`src/rtl/fp_seq_multiplier_pkg.sv`:
```
// Shared types and field helpers for the iterative floating-point multiplier.
// Helpers work on a 64-bit container so one definition serves every EXP_W/MAN_W.
package fp_pkg;

  typedef enum logic [2:0] {S_IDLE, S_UNPACK, S_MULT, S_NORM, S_ROUND} state_e;
  typedef enum logic [1:0] {CLS_ZERO, CLS_NORMAL, CLS_INF, CLS_NAN} cls_e;

  localparam int FLD_W = 64;
  typedef logic [FLD_W-1:0] fld_t;

  function automatic fld_t fld_frac(input fld_t w, input int man_w);
    return w & ((fld_t'(1) << man_w) - fld_t'(1));
  endfunction

  function automatic fld_t fld_exp(input fld_t w, input int exp_w, input int man_w);
    return (w >> man_w) & ((fld_t'(1) << exp_w) - fld_t'(1));
  endfunction

  function automatic logic fld_sign(input fld_t w, input int exp_w, input int man_w);
    fld_t t;
    t = w >> (exp_w + man_w);
    return t[0];
  endfunction

  function automatic fld_t qnan_word(input int exp_w, input int man_w);
    return (((fld_t'(1) << exp_w) - fld_t'(1)) << man_w) | (fld_t'(1) << (man_w - 1));
  endfunction

endpackage

```
`src/rtl/fp_seq_multiplier_if.sv`:
```
// Start/done handshake bundle between a requester and the sequential multiplier.
interface fp_seq_multiplier_if #(
  parameter int EXP_W = 8,
  parameter int MAN_W = 23
);
  localparam int N = 1 + EXP_W + MAN_W;

  logic         en;
  logic         start;
  logic [N-1:0] a;
  logic [N-1:0] b;
  logic         busy;
  logic         done;
  logic [N-1:0] c;
  logic         overflow;
  logic         underflow;
  logic         invalid;

  modport master (output en, start, a, b,
                  input  busy, done, c, overflow, underflow, invalid);
  modport slave  (input  en, start, a, b,
                  output busy, done, c, overflow, underflow, invalid);
endinterface

```
`src/rtl/fp_seq_multiplier_classify.sv`:
```
// Combinational operand decode: class, sign, biased exponent, significand with hidden bit.
// Subnormals are folded into ZERO since the multiplier never handles them.
module fp_classify import fp_pkg::*; #(
  parameter int EXP_W = 8,
  parameter int MAN_W = 23
) (
  input  logic [EXP_W+MAN_W:0] word,
  output cls_e                 cls,
  output logic                 sign,
  output logic [EXP_W-1:0]     exp,
  output logic [MAN_W:0]       sig
);
  fld_t             wide;
  logic [MAN_W-1:0] frac;

  assign wide = fld_t'(word);
  assign sign = fld_sign(wide, EXP_W, MAN_W);
  assign exp  = EXP_W'(fld_exp(wide, EXP_W, MAN_W));
  assign frac = MAN_W'(fld_frac(wide, MAN_W));

  always_comb begin
    cls = CLS_NORMAL;
    sig = {1'b1, frac};
    if (exp == '0) begin
      cls = CLS_ZERO;
      sig = '0;
    end else if (exp == '1) begin
      cls = (frac != '0) ? CLS_NAN : CLS_INF;
      sig = '0;
    end
  end
endmodule

```
`src/rtl/fp_seq_multiplier.sv`:
```
// Iterative floating-point multiplier: radix-2 shift-add significand product,
// round-to-nearest-even, fixed latency for every operand class.
module fp_seq_multiplier import fp_pkg::*; #(
  parameter int EXP_W = 8,
  parameter int MAN_W = 23
) (
  input logic              clk,
  input logic              rst,
  fp_seq_multiplier_if.slave bus
);
  localparam int N      = 1 + EXP_W + MAN_W;
  localparam int SIG_W  = MAN_W + 1;
  localparam int PROD_W = 2 * SIG_W;
  localparam int CNT_W  = $clog2(MAN_W + 2);
  localparam int XE_W   = EXP_W + 2;
  localparam logic signed [XE_W-1:0] BIAS    = XE_W'((2 ** (EXP_W - 1)) - 1);
  localparam logic signed [XE_W-1:0] EXP_MAX = XE_W'((2 ** EXP_W) - 1);
  localparam logic [N-1:0]           QNAN    = N'(qnan_word(EXP_W, MAN_W));
  localparam logic [CNT_W-1:0]       LAST    = CNT_W'(MAN_W);

  state_e                  state;
  logic [CNT_W-1:0]        cnt;
  logic                    busy_r, done_r, ovf_r, unf_r, inv_r;
  logic [N-1:0]            c_r;

  logic [N-1:0]            a_q, b_q;
  logic                    sign_q;
  logic signed [XE_W-1:0]  exp_q;
  cls_e                    rcls_q;
  logic [SIG_W-1:0]        mcand_q;
  logic [PROD_W-1:0]       acc_q;
  logic [MAN_W-1:0]        frac_q;
  logic                    guard_q, sticky_q;

  cls_e                    cls_a, cls_b;
  logic                    sign_a, sign_b;
  logic [EXP_W-1:0]        exp_a, exp_b;
  logic [SIG_W-1:0]        sig_a, sig_b;

  fp_classify #(.EXP_W(EXP_W), .MAN_W(MAN_W)) u_cls_a (
    .word(a_q), .cls(cls_a), .sign(sign_a), .exp(exp_a), .sig(sig_a));
  fp_classify #(.EXP_W(EXP_W), .MAN_W(MAN_W)) u_cls_b (
    .word(b_q), .cls(cls_b), .sign(sign_b), .exp(exp_b), .sig(sig_b));

  function automatic cls_e resolve(input cls_e ca, input cls_e cb);
    if (ca == CLS_NAN || cb == CLS_NAN ||
        (ca == CLS_ZERO && cb == CLS_INF) || (ca == CLS_INF && cb == CLS_ZERO))
      return CLS_NAN;
    if (ca == CLS_INF || cb == CLS_INF)   return CLS_INF;
    if (ca == CLS_ZERO || cb == CLS_ZERO) return CLS_ZERO;
    return CLS_NORMAL;
  endfunction

  // Returns {overflow, underflow, word}; a rounding carry bumps the exponent.
  function automatic logic [N+1:0] round_pack(input logic sgn, input logic signed [XE_W-1:0] e_in,
                                              input logic [MAN_W-1:0] frac, input logic guard,
                                              input logic sticky);
    logic                   up;
    logic [MAN_W:0]         sum;
    logic signed [XE_W-1:0] e;
    up  = guard & (sticky | frac[0]);
    sum = {1'b0, frac} + {{MAN_W{1'b0}}, up};
    e   = e_in + $signed({{(XE_W-1){1'b0}}, sum[MAN_W]});
    if (e >= EXP_MAX)
      return {2'b10, sgn, {EXP_W{1'b1}}, {MAN_W{1'b0}}};
    if (e[XE_W-1] || e == '0)
      return {2'b01, sgn, {(EXP_W+MAN_W){1'b0}}};
    return {2'b00, sgn, e[EXP_W-1:0], sum[MAN_W-1:0]};
  endfunction

  logic signed [XE_W-1:0] exp_sum;
  logic [SIG_W:0]         add_sum;
  logic                   norm_top, norm_guard, norm_sticky;
  logic [MAN_W-1:0]       norm_frac;
  logic [N+1:0]           rnd;
  logic [N-1:0]           res_word;
  logic                   res_ovf, res_unf, res_inv;

  assign exp_sum = $signed({2'b00, exp_a}) + $signed({2'b00, exp_b}) - BIAS;
  assign add_sum = {1'b0, acc_q[PROD_W-1:SIG_W]} + {1'b0, (acc_q[0] ? mcand_q : {SIG_W{1'b0}})};
  assign rnd     = round_pack(sign_q, exp_q, frac_q, guard_q, sticky_q);

  always_comb begin
    norm_top = acc_q[PROD_W-1];
    if (norm_top) begin
      norm_frac   = acc_q[2*MAN_W:MAN_W+1];
      norm_guard  = acc_q[MAN_W];
      norm_sticky = |acc_q[MAN_W-1:0];
    end else begin
      norm_frac   = acc_q[2*MAN_W-1:MAN_W];
      norm_guard  = acc_q[MAN_W-1];
      norm_sticky = |acc_q[MAN_W-2:0];
    end
  end

  always_comb begin
    res_word = rnd[N-1:0];
    res_ovf  = rnd[N+1];
    res_unf  = rnd[N];
    res_inv  = 1'b0;
    case (rcls_q)
      CLS_NAN:  begin res_word = QNAN; res_ovf = 1'b0; res_unf = 1'b0; res_inv = 1'b1; end
      CLS_INF:  begin res_word = {sign_q, {EXP_W{1'b1}}, {MAN_W{1'b0}}}; res_ovf = 1'b0; res_unf = 1'b0; end
      CLS_ZERO: begin res_word = {sign_q, {(EXP_W+MAN_W){1'b0}}}; res_ovf = 1'b0; res_unf = 1'b0; end
      default:  ;
    endcase
  end

  // Datapath registers: no reset, only meaningful while the FSM walks an operation.
  always_ff @(posedge clk) begin
    if (bus.en) begin
      case (state)
        S_IDLE: if (bus.start) begin
          a_q <= bus.a;
          b_q <= bus.b;
        end
        S_UNPACK: begin
          sign_q  <= sign_a ^ sign_b;
          exp_q   <= exp_sum;
          rcls_q  <= resolve(cls_a, cls_b);
          mcand_q <= sig_a;
          acc_q   <= {{SIG_W{1'b0}}, sig_b};
        end
        S_MULT: acc_q <= {add_sum, acc_q[SIG_W-1:1]};
        S_NORM: begin
          frac_q   <= norm_frac;
          guard_q  <= norm_guard;
          sticky_q <= norm_sticky;
          exp_q    <= exp_q + $signed({{(XE_W-1){1'b0}}, norm_top});
        end
        default: ;
      endcase
    end
  end

  // Control FSM and registered outputs.
  always_ff @(posedge clk or posedge rst) begin
    if (rst) begin
      state  <= S_IDLE;
      cnt    <= '0;
      busy_r <= 1'b0;
      done_r <= 1'b0;
      ovf_r  <= 1'b0;
      unf_r  <= 1'b0;
      inv_r  <= 1'b0;
      c_r    <= '0;
    end else if (bus.en) begin
      done_r <= 1'b0;
      case (state)
        S_IDLE: if (bus.start) begin
          state  <= S_UNPACK;
          busy_r <= 1'b1;
          cnt    <= '0;
          ovf_r  <= 1'b0;
          unf_r  <= 1'b0;
          inv_r  <= 1'b0;
        end
        S_UNPACK: state <= S_MULT;
        S_MULT: begin
          cnt <= cnt + 1'b1;
          if (cnt == LAST) state <= S_NORM;
        end
        S_NORM: state <= S_ROUND;
        S_ROUND: begin
          state  <= S_IDLE;
          c_r    <= res_word;
          ovf_r  <= res_ovf;
          unf_r  <= res_unf;
          inv_r  <= res_inv;
          done_r <= 1'b1;
          busy_r <= 1'b0;
        end
        default: state <= S_IDLE;
      endcase
    end
  end

  assign bus.busy      = busy_r;
  assign bus.done      = done_r;
  assign bus.c         = c_r;
  assign bus.overflow  = ovf_r;
  assign bus.underflow = unf_r;
  assign bus.invalid   = inv_r;
endmodule
```
`src/flat_wrapper.sv`:
```
// flat-port wrapper written by rule: the top's interface ports become plain ports
module fp_seq_multiplier_flat import fp_pkg::*;
#(
  parameter int EXP_W = 8,
  parameter int MAN_W = 23
)
  (clk, rst, bus_en, bus_start, bus_a, bus_b, bus_busy, bus_done, bus_c, bus_overflow, bus_underflow, bus_invalid);
  fp_seq_multiplier_if #(.EXP_W(EXP_W), .MAN_W(MAN_W)) bus_i ();
  input logic clk;
  input logic rst;
  input wire logic [$bits(bus_i.en)-1:0] bus_en;
  input wire logic [$bits(bus_i.start)-1:0] bus_start;
  input wire logic [$bits(bus_i.a)-1:0] bus_a;
  input wire logic [$bits(bus_i.b)-1:0] bus_b;
  output wire logic [$bits(bus_i.busy)-1:0] bus_busy;
  output wire logic [$bits(bus_i.done)-1:0] bus_done;
  output wire logic [$bits(bus_i.c)-1:0] bus_c;
  output wire logic [$bits(bus_i.overflow)-1:0] bus_overflow;
  output wire logic [$bits(bus_i.underflow)-1:0] bus_underflow;
  output wire logic [$bits(bus_i.invalid)-1:0] bus_invalid;
  assign bus_i.en = bus_en;
  assign bus_i.start = bus_start;
  assign bus_i.a = bus_a;
  assign bus_i.b = bus_b;
  assign bus_busy = bus_i.busy;
  assign bus_done = bus_i.done;
  assign bus_c = bus_i.c;
  assign bus_overflow = bus_i.overflow;
  assign bus_underflow = bus_i.underflow;
  assign bus_invalid = bus_i.invalid;
  fp_seq_multiplier #(.EXP_W(EXP_W), .MAN_W(MAN_W)) u_core (.clk(clk), .rst(rst), .bus(bus_i));
endmodule
```
`config.mk`:
```
export PLATFORM = sky130hd
export DESIGN_NAME = fp_seq_multiplier_flat
export DESIGN_NICKNAME = d
export VERILOG_FILES = /design/src/rtl/fp_seq_multiplier_pkg.sv /design/src/rtl/fp_seq_multiplier_if.sv /design/src/rtl/fp_seq_multiplier_classify.sv /design/src/rtl/fp_seq_multiplier.sv /design/src/flat_wrapper.sv
export SDC_FILE = /design/constraint.sdc
export NUM_CORES = 1
export LEC_CHECK = 0
export CAP_MARGIN = 20
export CORE_MARGIN = 4
export CORE_UTILIZATION = 25
export CTS_BUF_LIST = sky130_fd_sc_hd__clkbuf_4 sky130_fd_sc_hd__clkbuf_8 sky130_fd_sc_hd__clkbuf_16
export DETAILED_ROUTE_END_ITERATION = 7
export PLACE_DENSITY = 0.39
export SYNTH_ARGS = -nofsm -noshare
export SYNTH_HDL_FRONTEND = slang
export SYNTH_SLANG_ARGS = --single-unit
```
`constraint.sdc`:
```
create_clock -name clk -period 3 [get_ports clk]
set_input_delay 0.45 -clock clk [delete_from_list [all_inputs] [get_ports clk]]
set_output_delay 0.45 -clock clk [all_outputs]
set_load 0.1 [all_outputs]
```
==> flow_summary.json <==
{
  "die_x_um": 219,
  "async_flop_share": 0.205,
  "clk_latency_ns": 0.56,
  "io_pins": 105,
  "routed_wl_um": 26700,
  "fin_skew_ns": 0.0178,
  "syn-cell-area_um2": 11100,
  "drc": 0,
  "via_per_inst": 4.39,
  "worst_pin_slew_ns": 0.563,
  "grt_usage": 0.111,
  "power.leakage_nw": 5.31,
  "die_y_um": 219,
  "drtPass1Iterations": 4,
  "nFillCells": 4428,
  "ys_warn_count": 0,
  "cts_max_level": 1,
  "cts.reportedPaths.clkPinSlew_ns": 0.06,
  "cts_root_buf": "clkbuf_16",
  "multiInputGateArea_um2": 4530,
  "core_um2": 43500,
  "numPortBuffers": 104,
  "grt_pass1_wl_um": 42500,
  "placed_cells": 1621,
  "cp.required_ns": 3.47,
  "cap_violations": 0,
  "cts_hold_buf": 0,
  "ir_worst_vdd_mv": 0.506,
  "grt_antenna_before_repair": 0,
  "final_cell_mix": "174 x edfxtp_1, 90 x nand2_1, 87 x buf_4",
  "synth_fp_nets": 1036,
  "synth-seq-cells": 219,
  "maxSlewViolCount": 0,
  "drtIter0Drc": 331,
  "hold_viol": 0,
  "rsz0062_at_grt": "yes",
  "yosysUniqueCellTypes": 72,
  "synth_seq_area_share": 0.573,
  "layout.area.seq_um2": 6350,
  "clockBufferDepth": 3,
  "grt_pass1_vias": 7460,
  "ant_nets": 0,
  "cp-end-kind": "flop",
  "crit_arrival_ns": 3.28,
  "areaGrowthSynthToFinish_pct": 26.7,
  "grt_max_degree": 65,
  "std_cell_rows": 76,
  "gr-total-overflow": 0,
  "final_nets": 1181,
  "worst_hold_slack_ns": 0.213,
  "power.total_w": 0.0123,
  "die_area_um2": 47700,
  "relSlewSlack": 0.624,
  "clock-sinks": 219,
  "synth_edf_count": 174,
  "vias": 7347,
  "post-route-min-period_ns": 2.81,
  "layout.cells.non_filler": 1673,
  "syn_avg_cell_area_um2": 12.0,
  "fmax_mhz": 356,
  "cts_tree": "yes",
  "initial_core_util": 0.255,
  "numCtsBuffers": 27,
  "wl_per_cell_um": 15.9,
  "cp_max_fo": 9,
  "ys.flop_type": "edfxtp_1",
  "drive_gt1_frac": 0.196,
  "syn_inst": 926,
  "final_common_cell": "edfxtp_1",
  "setup.worst_path.start_class": "flop",
  "hpwl_um": 19800,
  "power.density_nw_per_um2": 877,
  "setup_viol_count_final": 0,
  "status": "complete, no violations",
  "worstSetupPathType": "flop to flop",
  "fin_crit_sh": 0.936,
  "routabilityCongestion": 0.823,
  "hold_class": "primary input to asynchronous set/reset pin",
  "insertedDiodeCount": 0
}
sequential cells by signal, summed over array words and instances, names as in the netlist, 2 cells and up:
signal and count:
u_core.mcand_q 24, u_core.exp_q 10, u_core.rcls_q 2, u_core.frac_q 23, u_core.cnt 5, u_core.bus.c 32, u_core.state 3, u_core.b_q 32
u_core.acc_q 48, u_core.a_q 32
cells in the mapped netlist, types with 5 or more instances:
| master | n | area (µm²) |
|---|---|---|
| a22o_1 | 23 | 201 |
| edfxtp_1 | 174 | 5230 |
| a21oi_1 | 29 | 145 |
| a21o_1 | 17 | 128 |
| clkbuf_1 | 31 | 116 |
| a211oi_1 | 6 | 45.0 |
| nor2_1 | 50 | 188 |
| nand4_1 | 24 | 150 |
| nor3_1 | 15 | 75.1 |
| xnor2_1 | 30 | 263 |
| nor4_1 | 19 | 119 |
| nand3_1 | 27 | 135 |
| a31oi_1 | 6 | 37.5 |
| and2_1 | 51 | 319 |
| xor2_1 | 36 | 315 |
| o21ai_2 | 12 | 105 |
| o21ai_1 | 15 | 75.1 |
| mux2_2 | 24 | 270 |
| o21a_1 | 11 | 82.6 |
| nor2b_1 | 5 | 31.3 |
| ha_1 | 40 | 500 |
| nand2_1 | 90 | 338 |
| o21ai_0 | 20 | 100 |
| buf_2 | 8 | 40.0 |
| inv_1 | 23 | 86.3 |
| dfrtp_1 | 45 | 1130 |
| and3_1 | 17 | 106 |
| nand2b_1 | 6 | 37.5 |
power by group:
part / switching (W) / total, W / internal (W)
registers: 0.000456 / 0.00459 / 0.00413
clock network: 0.00127 / 0.00317 / 0.00190
logic: 0.00301 / 0.00455 / 0.00155
worst paths after layout:
check	from	end	slack [ns]	cells after the start
worst max-delay path	u_core.frac_q[3]$_DFFE_PP_	u_core.bus.c[11]$_DFFE_PP0P_	0.19	13
min in group clk	bus_a[2]	u_core.a_q[2]$_DFFE_PP_	0.45	1
max in group asynchronous	rst	u_core.bus.c[4]$_DFFE_PP0P_	2.30	3
worst min-delay path	rst	u_core.bus.c[21]$_DFFE_PP0P_	0.21	2
worst min register to register	u_core.bus.c[21]$_DFFE_PP0P_	u_core.bus.c[21]$_DFFE_PP0P_	0.48	2
worst max register to register	u_core.frac_q[3]$_DFFE_PP_	u_core.bus.c[11]$_DFFE_PP0P_	0.19	13
final cells by class:
cell class                      instances  share of cell area
Timing Repair Buffer                  161               0.105
Clock buffer                           35              0.0554
Inverter                               23             0.00615
Sequential cell                       219               0.453
Clock inverter                         11             0.00597
Tap cell                              585              0.0522
Multi-Input combinational cell        639               0.323
metal layers:
metal  GRT usage  vias to the layer above  routed length, µm
met5           0                        -                  0
met4      0.0316                        0                759
met3      0.0211                       45               1150
met2       0.172                      143              11700
met1       0.159                     3416              13100
li1            -                     3743                  -
kinds of logic after synthesis:
| group | synth area share |
|---|---|
| simple gates | 0.155 |
| flops | 0.573 |
| compound gates | 0.117 |
| buf+inv | 0.0273 |
| xor+xnor | 0.0522 |
| fa+ha+maj | 0.0488 |
| mux | 0.0271 |
timing repair:
| item | in CTS | in global routing |
|---|---|---|
| hold endpoints to repair | 0 | 0 |
| gates cloned | 0 | 1 |
| setup endpoints to repair | 25 | 33 |
| pin swaps | 0 | 6 |
| buffers inserted | 0 | 4 |
| resized for setup | 4 | 15 |
critical path, stage by stage, from the launching register on:
cell and delay (ns):
edfxtp_1 0.35, and4_1 0.20, and3_4 0.19, nand4_1 0.16
nor2_2 0.18, and3_4 0.24, ha_4 0.18, and3_4 0.18
nand4_1 0.16, xor2_2 0.22, nand3_1 0.13, nand3b_4 0.23
clkbuf_16 0.20, o21ai_2 0.12
stage by stage:
stage / TNS [ns] / cell area [µm²] / setup slack [ns] / utilization
floorplan: 0 / 11100 / 0.176 / -
global placement: -0.305 / 13000 / -0.0338 / 0.299
detailed placement: -0.830 / 13000 / -0.0589 / 0.299
CTS: 0 / 13900 / 0.00687 / 0.319
global route: -0.0900 / 14000 / -0.0274 / 0.323
finish: 0 / 14000 / 0.193 / 0.323
No activity file was read; power rests on OpenSTA's default activity.
==> edit 1 (same flow settings) <==
Compare `cnt` against `LAST` with >= in place of ==.
--- a/src/rtl/fp_seq_multiplier.sv
+++ b/src/rtl/fp_seq_multiplier.sv
@@ -158,7 +158,7 @@
         S_UNPACK: state <= S_MULT;
         S_MULT: begin
           cnt <= cnt + 1'b1;
-          if (cnt == LAST) state <= S_NORM;
+          if (cnt >= LAST) state <= S_NORM;
         end
         S_NORM: state <= S_ROUND;
         S_ROUND: begin
Formal check against the unedited RTL: no difference found for any inputs over 4 cycles, from zero or initial values and one cycle with rst high; that may be too few to reach the edited logic, so the function may still have changed.
==> edit 1 against the original RTL <==
The run now ends with setup timing left. Area after synthesis increased by 0.58%. Sequential cell count unchanged. Clock skew decreased by 0.0061 ns. Final area increased by 1.9%. Worst setup slack got worse by 0.20 ns. Via count increased by 3.7%. Power decreased by 2.7%. Wire length increased by 4.3%. Critical endpoint is now u_core.bus.c[16]. Largest cell class unchanged. Largest power group unchanged. Highest routed layer unchanged.
==> edit 1: results <==
[status]
status = "complete, but fails checks"
violations = "setup timing"

[power]
ir_drop_v = 0.000404
leakage_uw = 0.00540

[grt]
track_usage_pct = 11.6
grt_pass1_vias = 7904
grt_pass1_wl_um = 44500
antenna_found_initial = 0
grt_max_degree = 49

[logic_synthesis]
ys_seq_area_share_pct = 57.0
synth_nets = 1051
synthTopCellsByCount = "edfxtp_1 (174), nand2_1 (73), nor2_1 (64), and2_1 (53), a21oi_1 (50)"
ys_types = 65
synth_area_leaders = "edfxtp_1 (47%), dfrtp_1 (10%), ha_1 (4.5%)"
syn_area_per_cell_um2 = 11.8

[placed_design]
io_buffers = 104
gp_congestion = 0.788
placed_cells = 1673
hpwl_um = 21100

[critical_path]
crit_path_max_incr_delay_ns = 0.51
worst-path-max-fanout = 7
arrival_ns = 3.44
cp_slowest_cell = "or4b_4"

[clock_tree]
clk_pin_slew_ns = 0.05
cts_max_path_buffers = 3
cts-buffers-inserted = 28
htree_levels = 1
cts-root-buf = "clkbuf_16"

[routing]
routed_via_density = 4.41
m1WireLength_um = 13600
drtIter0Drc = 388
wl_met2_um = 12600
post_drt_wl_per_cell_um = 16.1
first_pass_iters = 4
top_layer = "met4"
totalWireLength_um = 27800
wl_met3_um = 962

[timing]
tightest_slew_ns = 0.844
fin_setup_tns_ns = -0.0401
finalSetupViolations = 6
finClkSkew_ns = 0.0117
timing.final.ws_setup_ns = -0.00755

[final_layout]
drive_gt1_share_pct = 21.5
fill_cells = 4513
layout.nets = 1225
edit 1: area by class of cell:
| cell class | count | area share [%] |
|---|---|---|
| clock inverters | 20 | 1.07 |
| multi-input cells | 665 | 32.5 |
| flip-flops and latches | 219 | 44.4 |
| repair buffers | 181 | 11.2 |
| clock buffers | 32 | 5.11 |
| well taps | 592 | 5.18 |
| inverters | 20 | 0.525 |
edit 1: worst paths after layout:
check	startpoint	end	slack, ns	cells past startpoint
max in group asynchronous	rst	u_core.bus.c[28]	2.05	3
hold reg to reg	u_core.bus.c[31]	u_core.bus.c[31]	0.47	2
hold / removal	rst	u_core.bus.c[9]	0.24	2
setup reg to reg	u_core.frac_q[5]	u_core.bus.c[16]	-0.008	13
min in group clk	bus_b[12]	u_core.b_q[12]	0.46	1
setup / recovery	u_core.frac_q[5]	u_core.bus.c[16]	-0.008	13
edit 1: worst reg2reg max path, delay by kind of cell, from the launching register on:
kind / cells / cell delay [ns]
compound gates: 2 / 0.19
fa+ha+maj: 1 / 0.17
buf+inv: 1 / 0.19
flops: 1 / 0.38
simple gates: 9 / 1.97
edit 1: kinds of logic after synthesis:
kind of cell	Yosys count	synth area share, %
AND/OR/NAND/NOR	334	15.5
flip-flops	219	57.0
AO/OA/AOI/OAI	206	13.0
buffers and inverters	57	2.53
XOR/XNOR	55	4.32
adder cells (fa/ha/maj)	42	4.85
multiplexers	28	2.78
edit 1: stage by stage:
| step | area (um^2) | utilization (%) | total power (uW) | hold WS [ns] | worst slack (ns) |
|---|---|---|---|---|---|
| floorplan | 11200 | - | 7520 | 0.443 | 0.00616 |
| global placement | 13300 | 30.1 | 8860 | 0.457 | 0.0461 |
| detailed placement | 13300 | 30.1 | 8850 | 0.460 | -0.0429 |
| CTS | 14200 | 32.1 | 12200 | 0.222 | 0.0127 |
| global route | 14300 | 32.4 | 12800 | 0.265 | -0.153 |
| finish | 14300 | 32.4 | 12000 | 0.237 | -0.00755 |
edit 1: repair_timing:
action                     CTS  global route
setup buffers                0             3
gates cloned                 0             1
pin swaps                    0            13
gates resized for setup      2            23
setup endpoints to repair    1            34
edit 1: power breakdown:
group          internal, uW  switching, uW
clock network          1910           1290
logic                  1540           2710
registers              4090            437
edit 1: layer usage:
layer | global-route usage (%) | vias up
met5 | 0 | -
met3 | 1.80 | 38
met4 | 3.03 | 0
met2 | 18.2 | 132
li1 | - | 3884
met1 | 16.7 | 3568
==> edit 2 (config.mk and constraints unchanged) <==
Made on the original files. `MAN_W` is set to 23 in 4 places; all go to 31.
--- a/src/rtl/fp_seq_multiplier_if.sv
+++ b/src/rtl/fp_seq_multiplier_if.sv
@@ -1,7 +1,7 @@
 // Start/done handshake bundle between a requester and the sequential multiplier.
 interface fp_seq_multiplier_if #(
   parameter int EXP_W = 8,
-  parameter int MAN_W = 23
+  parameter int MAN_W = 31
 );
   localparam int N = 1 + EXP_W + MAN_W;
 
--- a/src/rtl/fp_seq_multiplier_classify.sv
+++ b/src/rtl/fp_seq_multiplier_classify.sv
@@ -2,7 +2,7 @@
 // Subnormals are folded into ZERO since the multiplier never handles them.
 module fp_classify import fp_pkg::*; #(
   parameter int EXP_W = 8,
-  parameter int MAN_W = 23
+  parameter int MAN_W = 31
 ) (
   input  logic [EXP_W+MAN_W:0] word,
   output cls_e                 cls,
--- a/src/rtl/fp_seq_multiplier.sv
+++ b/src/rtl/fp_seq_multiplier.sv
@@ -2,7 +2,7 @@
 // round-to-nearest-even, fixed latency for every operand class.
 module fp_seq_multiplier import fp_pkg::*; #(
   parameter int EXP_W = 8,
-  parameter int MAN_W = 23
+  parameter int MAN_W = 31
 ) (
   input logic              clk,
   input logic              rst,
--- a/src/flat_wrapper.sv
+++ b/src/flat_wrapper.sv
@@ -2,7 +2,7 @@
 module fp_seq_multiplier_flat import fp_pkg::*;
 #(
   parameter int EXP_W = 8,
-  parameter int MAN_W = 23
+  parameter int MAN_W = 31
 )
   (clk, rst, bus_en, bus_start, bus_a, bus_b, bus_busy, bus_done, bus_c, bus_overflow, bus_underflow, bus_invalid);
   fp_seq_multiplier_if #(.EXP_W(EXP_W), .MAN_W(MAN_W)) bus_i ();
Interface: changed (resized bus_a, bus_b and bus_c); port bits go from 105 to 129. No check against the original RTL was run, so the function may have changed too.
==> edit 2 against the original RTL <==
Highest routed layer unchanged. Critical endpoint is now u_core.acc_q[56]. Synthesized cell count up 25%. Global-route usage up 1.0 points. Die area is 24% higher. Final area up 30%. Critical path depth decreased by 3. Sequential cell count increased by 57. Power increased by 33%. Sequential share of layout area shrank 1.2 points. Hold slack better by 0.22 ns. Worst setup slack worse by 0.089 ns. Wire length rose by 36%. Area after synthesis increased by 25%. First-iteration DRC count rose by 50%.
==> edit 2: results <==
[logic_synthesis]
synth_xor_area_share_pct = 5.45
synthTopCellsByCount = "edfxtp_1 (222), nand2_1 (109), nor2_1 (85), a21oi_1 (56), dfrtp_1 (54)"
synth_area_leaders = "edfxtp_1 (48%), dfrtp_1 (9.8%), ha_1 (4.3%)"
synth_compound_area_share_pct = 12.3
async_flop_share_pct = 19.6
synth_nets = 1289
ys_types = 70
synth_edf_count = 222
yosys_warnings = 0
yosys.area_share.adder_pct = 4.63
synthMuxAreaShare_pct = 2.76
ys_seq_area_share_pct = 58.0

[placed_design]
io_buffers = 128
pre_cts_slack_ns = -0.126
hpwl_um = 27900
gp_congestion = 0.842

[final_layout]
drive_gt1_share_pct = 23.7
layout.nets = 1528
largest_reg_flops = 64
diodes = 0
fill_cells = 5479

[clock_tree]
cts-buffers-inserted = 36
htree_levels = 2
cts-root-buf = "clkbuf_16"
clk_latency_ns = 0.54

[grt]
grt_pass1_vias = 9906
grt_max_degree = 55
grt_pass1_wl_um = 57300
track_usage_pct = 12.2

[critical_path]
reg2reg_slack_ns = 0.10
r2r_end = "u_core.acc_q[56]"
worstRegToRegCells = 10
rr_startpoint = "u_core.acc_q[0]"
worst-path-max-fanout = 17

[power]
leakage_uw = 0.00693
ir_drop_v = 0.000411

[routing]
vias = 9618
totalWireLength_um = 36300
drtIter0Drc = 496

[timing]
finClkSkew_ns = 0.0213
hold_ws_ns = 0.435
tightest_slew_ns = 0.719

[status]
status = "finished, final reports clean"
edit 2: repair_timing:
action | in CTS | in global routing
pin swaps | 1 | 34
endpoints found under the setup margin | 35 | 47
gates cloned | 0 | 1
hold buffers | 0 | 0
gates resized for setup | 4 | 33
setup buffers | 0 | 7
endpoints found under the hold margin | 0 | 0
edit 2: kinds of logic (layout without fill, tap and decap cells):
group	Yosys count	in the layout
AO/OA/AOI/OAI	241	241
adder cells (fa/ha/maj)	50	50
flip-flops	276	276
buffers and inverters	61	328
XOR/XNOR	86	86
multiplexers	34	34
AND/OR/NAND/NOR	407	407
edit 2: power by group:
group / leakage (uW) / switching, uW / internal [uW]
clock network: 0.000655 / 1650 / 3040
logic: 0.00351 / 3760 / 2210
registers: 0.00276 / 549 / 5160
edit 2: worst max-delay path by stage:
stage / start / slack (ns) / to
2_1_floorplan: u_core.frac_q[2] / 0.04 / u_core.bus.c[10]
3_3_place_gp: u_core.frac_q[0] / -0.02 / u_core.bus.c[24]
3_5_place_dp: u_core.frac_q[0] / -0.13 / u_core.bus.c[24]
4_1_cts: u_core.frac_q[0] / 0.006 / u_core.bus.c[24]
5_1_grt: u_core.frac_q[0] / -0.1 / u_core.bus.c[17]
6_report: u_core.acc_q[0] / 0.10 / u_core.acc_q[56]
edit 2: final cells by class:
type	instances	area share, %
multi-input combinational	818	31.3
clock buffer	45	5.65
sequential	276	44.0
timing repair buffer	250	12.1
clock inverter	21	1.59
tap	739	5.08
inverter	12	0.247
edit 2: worst max-delay path, stage by stage (launching register included):
cell	delay [ns]
edfxtp_1	0.44
buf_12	0.17
buf_4	0.17
and2_1	0.18
ha_2	0.39
and2_2	0.23
and3_1	0.27
a21o_1	0.25
a31oi_2	0.10
or4_1	0.46
o211ai_2	0.08
edit 2: per-layer routing:
metal / share of wire, % / vias to the layer above / wire, um / global-route usage, %
li1: - / 4844 / - / -
met1: 49 / 4552 / 17600 / 17.2
met2: 45 / 168 / 16400 / 19.0
met3: 4.1 / 54 / 1500 / 2.11
met4: 2.2 / 0 / 789 / 3.79
met5: 0 / - / 0 / 0
edit 2: stage by stage:
step / total power, uW / TNS (ns) / cells / cell area, um^2 / util [%]
2_1_floorplan: 9650 / 0 / 1155 / 13800 / -
3_3_place_gp: 11700 / -0.253 / 2087 / 16700 / 30.7
3_5_place_dp: 11700 / -3.44 / 2087 / 16700 / 30.7
4_1_cts: 16500 / 0 / 2153 / 18000 / 33.1
5_1_grt: 17300 / -2.44 / 2161 / 18200 / 33.5
6_report: 16400 / 0 / 2161 / 18200 / 33.5
